File: config.mk
export PLATFORM = sky130hd
export DESIGN_NAME = maxima_uart_tx
export DESIGN_NICKNAME = d
export VERILOG_FILES = /design/src/rtl/maxima_uart_tx.sv
export SDC_FILE = /design/constraint.sdc
export NUM_CORES = 1
export LEC_CHECK = 0
export BUFFER_PORTS_ARGS = -buffer_cell sky130_fd_sc_hd__buf_2
export CORE_MARGIN = 10
export CORE_UTILIZATION = 31
export CTS_CLUSTER_SIZE = 24
export DETAILED_ROUTE_END_ITERATION = 8
export GPL_ROUTABILITY_DRIVEN = 0
export PLACE_DENSITY = 0.58
export SETUP_SLACK_MARGIN = 0.5
export SLEW_MARGIN = 20
export SYNTH_ARGS = -nofsm -noshare
export SYNTH_HDL_FRONTEND = slang
export SYNTH_SLANG_ARGS = --single-unit
File: constraint.sdc
create_clock -name clk -period 7.4 [get_ports clk]
set_input_delay 1.11 -clock clk [delete_from_list [all_inputs] [get_ports clk]]
set_output_delay 1.11 -clock clk [all_outputs]
set_load 0.005 [all_outputs]
File: src/rtl/maxima_uart_tx.sv
`timescale 1ns/1ps
`default_nettype none
// ============================================================================
// maxima_uart_tx : snapshots a shazam_core maxima set on each rising edge of
//                  maximas_found_active and sends it as one checksummed 8N1 frame
// Revision       : 1.0
// ============================================================================

module maxima_uart_tx #(
  parameter int         MAXIMAS_COUNT = 10,
  parameter int         CLK_FREQ      = 50000000,
  parameter int         BAUD          = 115200,
  parameter logic [7:0] SYNC_BYTE     = 8'hA5
) (
  input  logic        clk,
  input  logic        reset,
  input  logic [24:0] maximas [MAXIMAS_COUNT],
  input  logic        maximas_found_active,
  output logic        tx,
  output logic        busy,
  output logic        frame_done,
  output logic [7:0]  frames_dropped
);

  localparam int CLKS_PER_BIT = CLK_FREQ / BAUD;
  localparam int FRAME_BYTES  = 4 * MAXIMAS_COUNT + 3;
  localparam int IDX_W        = $clog2(FRAME_BYTES + 1);
  localparam int BAUD_W       = $clog2(CLKS_PER_BIT);

  localparam logic [IDX_W-1:0]  LAST_IDX  = IDX_W'(FRAME_BYTES - 1);
  localparam logic [BAUD_W-1:0] BAUD_LAST = BAUD_W'(CLKS_PER_BIT - 1);

  typedef enum logic [2:0] {
    IDLE  = 3'd0,
    LOAD  = 3'd1,
    START = 3'd2,
    DATA  = 3'd3,
    STOP  = 3'd4
  } state_t;

  state_t            state;
  logic              prev;
  logic [24:0]       shadow [MAXIMAS_COUNT];
  logic [IDX_W-1:0]  byte_idx;
  logic [BAUD_W-1:0] baud_cnt;
  logic [2:0]        bit_cnt;
  logic [7:0]        shift;
  logic [7:0]        checksum;

  logic              rise;
  logic              baud_end;
  logic [IDX_W-1:0]  rel;
  logic [IDX_W-1:0]  entry_sel;
  logic [24:0]       cur_entry;
  logic [7:0]        cur_byte;

  assign rise      = maximas_found_active & ~prev;
  assign baud_end  = (baud_cnt == BAUD_LAST);
  // Payload bytes start at index 2; each entry occupies four consecutive bytes.
  assign rel       = byte_idx - IDX_W'(2);
  assign entry_sel = rel >> 2;

  always_comb begin
    cur_entry = '0;
    for (int i = 0; i < MAXIMAS_COUNT; i++) begin
      if (entry_sel == IDX_W'(i)) begin
        cur_entry = shadow[i];
      end
    end
  end

  always_comb begin
    cur_byte = '0;
    if (byte_idx == '0) begin
      cur_byte = SYNC_BYTE;
    end else if (byte_idx == IDX_W'(1)) begin
      cur_byte = 8'(MAXIMAS_COUNT);
    end else if (byte_idx == LAST_IDX) begin
      cur_byte = checksum;
    end else begin
      case (rel[1:0])
        2'd0:    cur_byte = {7'b0, cur_entry[24]};
        2'd1:    cur_byte = cur_entry[23:16];
        2'd2:    cur_byte = cur_entry[15:8];
        default: cur_byte = cur_entry[7:0];
      endcase
    end
  end

  // tx is registered from the current state, so the line lags the FSM by one
  // cycle; LOAD therefore shows up as the single idle-high gap between bytes.
  always_ff @(posedge clk or negedge reset) begin
    if (!reset) begin
      state          <= IDLE;
      prev           <= 1'b0;
      tx             <= 1'b1;
      busy           <= 1'b0;
      frame_done     <= 1'b0;
      frames_dropped <= '0;
      byte_idx       <= '0;
      baud_cnt       <= '0;
      bit_cnt        <= '0;
      shift          <= '0;
      checksum       <= '0;
      for (int i = 0; i < MAXIMAS_COUNT; i++) begin
        shadow[i] <= '0;
      end
    end else begin
      prev       <= maximas_found_active;
      frame_done <= 1'b0;

      case (state)
        START:   tx <= 1'b0;
        DATA:    tx <= shift[0];
        default: tx <= 1'b1;
      endcase

      if (rise && (state != IDLE) && (frames_dropped != 8'hFF)) begin
        frames_dropped <= frames_dropped + 8'd1;
      end

      case (state)
        IDLE: begin
          if (rise) begin
            for (int i = 0; i < MAXIMAS_COUNT; i++) begin
              shadow[i] <= maximas[i];
            end
            busy     <= 1'b1;
            byte_idx <= '0;
            checksum <= '0;
            state    <= LOAD;
          end
        end

        LOAD: begin
          shift    <= cur_byte;
          baud_cnt <= '0;
          // Sync byte and the checksum byte itself are excluded from the XOR.
          if ((byte_idx != '0) && (byte_idx != LAST_IDX)) begin
            checksum <= checksum ^ cur_byte;
          end
          state <= START;
        end

        START: begin
          if (baud_end) begin
            baud_cnt <= '0;
            bit_cnt  <= '0;
            state    <= DATA;
          end else begin
            baud_cnt <= baud_cnt + BAUD_W'(1);
          end
        end

        DATA: begin
          if (baud_end) begin
            baud_cnt <= '0;
            shift    <= {1'b0, shift[7:1]};
            if (bit_cnt == 3'd7) begin
              state <= STOP;
            end else begin
              bit_cnt <= bit_cnt + 3'd1;
            end
          end else begin
            baud_cnt <= baud_cnt + BAUD_W'(1);
          end
        end

        STOP: begin
          if (baud_end) begin
            baud_cnt <= '0;
            if (byte_idx == LAST_IDX) begin
              frame_done <= 1'b1;
              busy       <= 1'b0;
              state      <= IDLE;
            end else begin
              byte_idx <= byte_idx + IDX_W'(1);
              state    <= LOAD;
            end
          end else begin
            baud_cnt <= baud_cnt + BAUD_W'(1);
          end
        end

        default: state <= IDLE;
      endcase
    end
  end

endmodule

`default_nettype wire
# --- Yosys cells after proc, flatten, opt, wreduce, memory -nomap -nowiden ---
# Cells that the tools add are included.
# Widths: inputs -> output; s select.
word_totals:
  mem_bits_rw: 0
  regBits: 299
  n_memories: 0
  latchBits: 0
  input_bits: 253
  word_cells: 125
  mem_bits_ro: 0
op_classes:
  shifts: 0
  order_cmp: 0
  mul: 0
  bitwise: 3
  n_reduce_logical: 22
  addsub: 5
  mux: 44
  div: 0
  eq_ne: 30
op_table:
  columns: ["op", "count"]
  rows:
  - ["$mux 25", 10]
  - ["$mux 8", 6]
  - ["$pmux 8 s2", 2]
  - ["$mux 3", 8]
  - ["$pmux 8 s3", 1]
  - ["$mux 6", 3]
  - ["$ne 2x2->1 const B", 9]
  - ["$pmux 9 s2", 1]
  - ["$eq 4x3->1 const B", 4]
  - ["$pmux 3 s5", 1]
  - ["$logic_not 6->1", 2]
  - ["$pmux 6 s2", 1]
  - ["$reduce_and 4->1", 3]
  - ["$reduce_bool 2->1", 5]
  - ["$add 9x1->9 const B", 1]
  - ["$eq 9x9->1 const B", 1]
  - ["$mux 9", 1]
  - ["$add 8x1->8 const B", 1]
  - ["$eq 4x2->1 const B", 2]
  - ["$eq 4x4->1 const B", 2]
  - ["$ne 8x8->1 const B", 1]
  - ["$xor 8x8->8", 1]
  - ["$mux 1", 7]
  - ["$add 6x1->6 const B", 1]
  - ["other kinds (24)", 30]

# --- Depth between registers and ports, before layout ---
logic_depth:
  depth_word: 19
  ltp_mapped: 14

# --- Worst setup path after synthesis ---
# OpenSTA, ideal clock, no wires.
synth_path:
  path_type: "register to register"
  startpoint: "reg byte_idx[1]"
  endpoint: "reg checksum[1]"
  path_slack_ps: 4368
  t_arrival_ps: 2920
  path_stages_with_launch: 11
  setup_time_ps: 111
  cell_sequence: "dfrtp_1 > inv_1 > ha_1 > buf_2 > buf_2 > mux4_2 > a32oi_1 > nand3_1 > a211o_1 > mux2i_1 > a2111oi_2"
synth_between:
  elab_chain_len: 19
synth_lines:
  columns: ["item", "line", "source"]
  rows:
  - ["from (decl)", "44", "logic [IDX_W-1:0] byte_idx;"]
  - ["from (signal assigned)", "177", "byte_idx <= byte_idx + IDX_W'(1);"]
  - ["$sub 6x2->6", "60", "assign rel = byte_idx - IDX_W'(2);"]
  - ["$logic_not 6->1", "66", "if (entry_sel == IDX_W'(i)) begin"]
  - ["$mux 25 (10 in a row)", "66", null]
  - ["$pmux 8 s3", "81", "case (rel[1:0])"]
  - ["$mux 8", "78", "end else if (byte_idx == LAST_IDX) begin"]
  - ["$mux 8", "76", "end else if (byte_idx == IDX_W'(1)) begin"]
  - ["$mux 8", "74", "if (byte_idx == '0) begin"]
  - ["$xor 8x8->8", "140", "checksum <= checksum ^ cur_byte;"]
  - ["$mux 8", "139", "if ((byte_idx != '0) && (byte_idx != LAST_IDX)) begin"]
  - ["$pmux 8 s2", "122", "case (state)"]
  - ["to (signal assigned)", "140", null]
  - ["to (decl)", "48", "logic [7:0] checksum;"]
# Parallel ways exist; a longest one is shown, timed or not. The select of a mux whose other input is x is not followed.
# A chain may end at the register's enable or synchronous reset.

# --- Worst setup path after layout ---
layout_path:
  startpoint: "reg byte_idx[1]"
  endpoint: "reg checksum[6]"
# Same word-level chain as after synthesis.

==> results.cfg <==
[status]
status = completed

[critical_path]
r2r-end = checksum[6]$_DFFE_PN0P_
critPathCaptureType = flop
required_ns = 7.88
critPathKind = flop to flop
startpoint_type = flop
critPathBufInv = 3
max_stage_delay_ns = 0.71
cp_top_family = buffers and inverters
ff2ff_path_depth = 11
crit_chain = inv_1 -> ha_4 -> buf_4 -> inv_1 -> mux4_2 -> o21ai_0 -> a22oi_1 -> o2111ai_1 -> o211ai_1 -> or3_1 -> nand3_1
cp.arrival_ns = 4.92
cp_max_fo = 49
reg2reg_from = byte_idx[1]$_DFFE_PN0P_
crit_path_frequent_cell = inv_1
r2r_slack_ns = 2.96
slowest_stage = buf_4

[finish]
nNetsFinal = 2177
fillerInstances = 4828
syn2layout_area_growth_pct = 20.0
layout-drive-gt1-share_pct = 20.4
final_area_um2 = 17700
layout_commonest_cell = nand2_1
diodes = 0
layout_common_cells = nand2_1, dfrtp_1, buf_2, nor2_1, o21ai_0

[worst_hold_path]
hold_start = shadow[224]$_DFFE_PN0P_
hold_class = flop to flop
min_to = shadow[224]$_DFFE_PN0P_
hold_depth = 2

[routing]
drt_iter0_markers = 1406
drtPass1Iterations = 5
wl_mm = 54.8
drc = 0
vias_per_cell = 5.18
avgRoutedWirePerCell_um = 21.5
final_antenna_net_count = 0
via_count = 13200

[placement]
dp_hpwl_mm = 40.2
port_buffers = 263
placed_cell_area_um2 = 16500

[timing]
hold_violations = 0
finalCriticalPeriod_ns = 4.44
fin_crit_sh_pct = 60.0
max_freq_mhz = 225
drv_slew = 0
maxSlewHeadroom_pct = 38.8
holdWs_ns = 0.469
setup_tns_ns = 0
setup_violations = 0
worstMarginPinSlew_ns = 0.918
rsz0062_at_grt = no
skew_ns = 0.0354

[yosys]
synth.distinct_cells = 88
synth_ff_type = dfrtp_1
syn-num-nets = 1968
synth-edff-count = 0
async_reset_ff_share_pct = 100
syn_area_per_cell_um2 = 8.66
yosys_warnings = 0
synth_seq_area_share_pct = 50.7
synth_area_um2 = 14800
syn_inst = 1704
ys_ff_latch = 299

[global_routing]
grt_pass1_wl_mm = 83.3
grt_max_degree = 199
grt_pass1_vias = 13600
antenna_found_initial = 1
grtUsageTotal_pct = 19.0
grt_overflow = 0

[die]
io_pins = 264
fp.dieW_um = 238
core_area_um2 = 46900
rows = 79
dieArea_um2 = 56700
start_util_pct = 31.5
die_h_um = 238

[clocking]
cts_setup_buffers = 0
holdBufCountCts = 0
cts_made_buffers = 35
cts-resized-gates = 0
clockBufferDepth = 3
cts_root_buffer = clkbuf_16
htree_levels = 2
clk_latency_ns = 0.57
cts_tree = yes
clk_pin_slew_worst_paths_ns = 0.06
clock_sinks = 299

[job]
drv_cap = 0

[power_and_ir_drop]
p_leak_nw = 8.95
p_total_mw = 3.93
power.density_nw_per_um2 = 222
ir_worst_vdd_uv = 139
==> Yosys cell counts, types with 9 or more instances <==
cell      number  area, µm²
o211ai_1      13       97.6
o22ai_1       10       62.6
clkbuf_1      69        259
nor3_1        15       75.1
inv_1         11       41.3
nor2_1        57        214
ha_1          11        138
nand2_1      820       3080
or3_1         11       68.8
mux2_2        15        169
a31oi_1       13       81.3
nand3_1       27        135
a22o_1        12        105
buf_2         20        100
o21ai_0       37        185
a211oi_1       9       67.6
a21oi_1       30        150
nand2b_1      11       68.8
dfrtp_1      298       7460
o31ai_1        9       67.6
mux4_2        25        563
==> state kept, by name, summed over array words and instances (netlist names) <==
name	count
shadow	250
baud_cnt	9
checksum	8
frames_dropped	8
shift	8
byte_idx	6
bit_cnt	3
state	3
busy	1
frame_done	1
prev	1
tx	1
==> kinds of logic after synthesis <==
logic type               Yosys count  share of synthesized area, %
adder cells (fa/ha/maj)           11                         0.932
flip-flops                       299                          50.7
XOR/XNOR                          15                         0.992
multiplexers                      48                          5.50
buffers and inverters            113                          3.46
AND/OR/NAND/NOR                  994                          27.3
AO/OA/AOI/OAI                    224                          11.1
==> stage by stage <==
step / std cells / worst slack, ns / utilization (%)
finish: 2547 / 2.96 / 37.8
global route: 2547 / 2.63 / 37.8
CTS: 2547 / 3.00 / 37.8
detailed placement: 2483 / 3.00 / 35.3
global placement: 2483 / 3.16 / 35.3
floorplan: 1704 / 4.37 / -
==> where the power goes <==
part | leakage [nW] | total [mW] | internal (mW) | switching (mW)
sequential | 3.83 | 1.80 | 1.72 | 0.0791
clock | 0.572 | 1.78 | 1.05 | 0.727
combinational | 4.54 | 0.352 | 0.157 | 0.195
total | 8.95 | 3.93 | 2.93 | 1.00
==> per-layer routing <==
| metal | up-vias | global-route usage, % | part of all wire, % |
|---|---|---|---|
| li1 | 6097 | - | - |
| met2 | 611 | 28.8 | 44 |
| met3 | 156 | 4.03 | 7.5 |
| met4 | 2 | 9.09 | 5.0 |
| met5 | - | 0 | 0.024 |
| met1 | 6331 | 25.4 | 43 |
==> cell type report <==
class | instances | area (µm²) | area share [%]
well taps | 607 | 759 | 4.29
flip-flops and latches | 299 | 7480 | 42.3
repair buffers | 274 | 1440 | 8.14
clock inverters | 13 | 189 | 1.07
inverters | 11 | 41.3 | 0.233
clock buffers | 51 | 996 | 5.62
multi-input cells | 1292 | 6800 | 38.4
==> worst reg2reg max path, stage by stage, from the launching register on <==
cell and delay (ns):
dfrtp_1 0.59, inv_1 0.18, ha_4 0.68, buf_4 0.73, inv_1 0.49, mux4_2 0.57, o21ai_0 0.12, a22oi_1 0.10
o2111ai_1 0.22, o211ai_1 0.19, or3_1 0.41, nand3_1 0.09
==> how the worst max path moves through the flow <==
stage               cells past startpoint                 endpoint  slack (ns)               startpoint
finish                                 11  checksum[6]$_DFFE_PN0P_        2.96  byte_idx[1]$_DFFE_PN0P_
global route                           11  checksum[6]$_DFFE_PN0P_        2.63  byte_idx[1]$_DFFE_PN0P_
CTS                                    11  checksum[6]$_DFFE_PN0P_        3.00  byte_idx[1]$_DFFE_PN0P_
detailed placement                     11  checksum[6]$_DFFE_PN0P_        3.00  byte_idx[1]$_DFFE_PN0P_
global placement                       11  checksum[6]$_DFFE_PN0P_        3.16  byte_idx[1]$_DFFE_PN0P_
floorplan                              10  checksum[1]$_DFFE_PN0P_        4.37  byte_idx[1]$_DFFE_PN0P_
(Power assumes the default switching activity.)
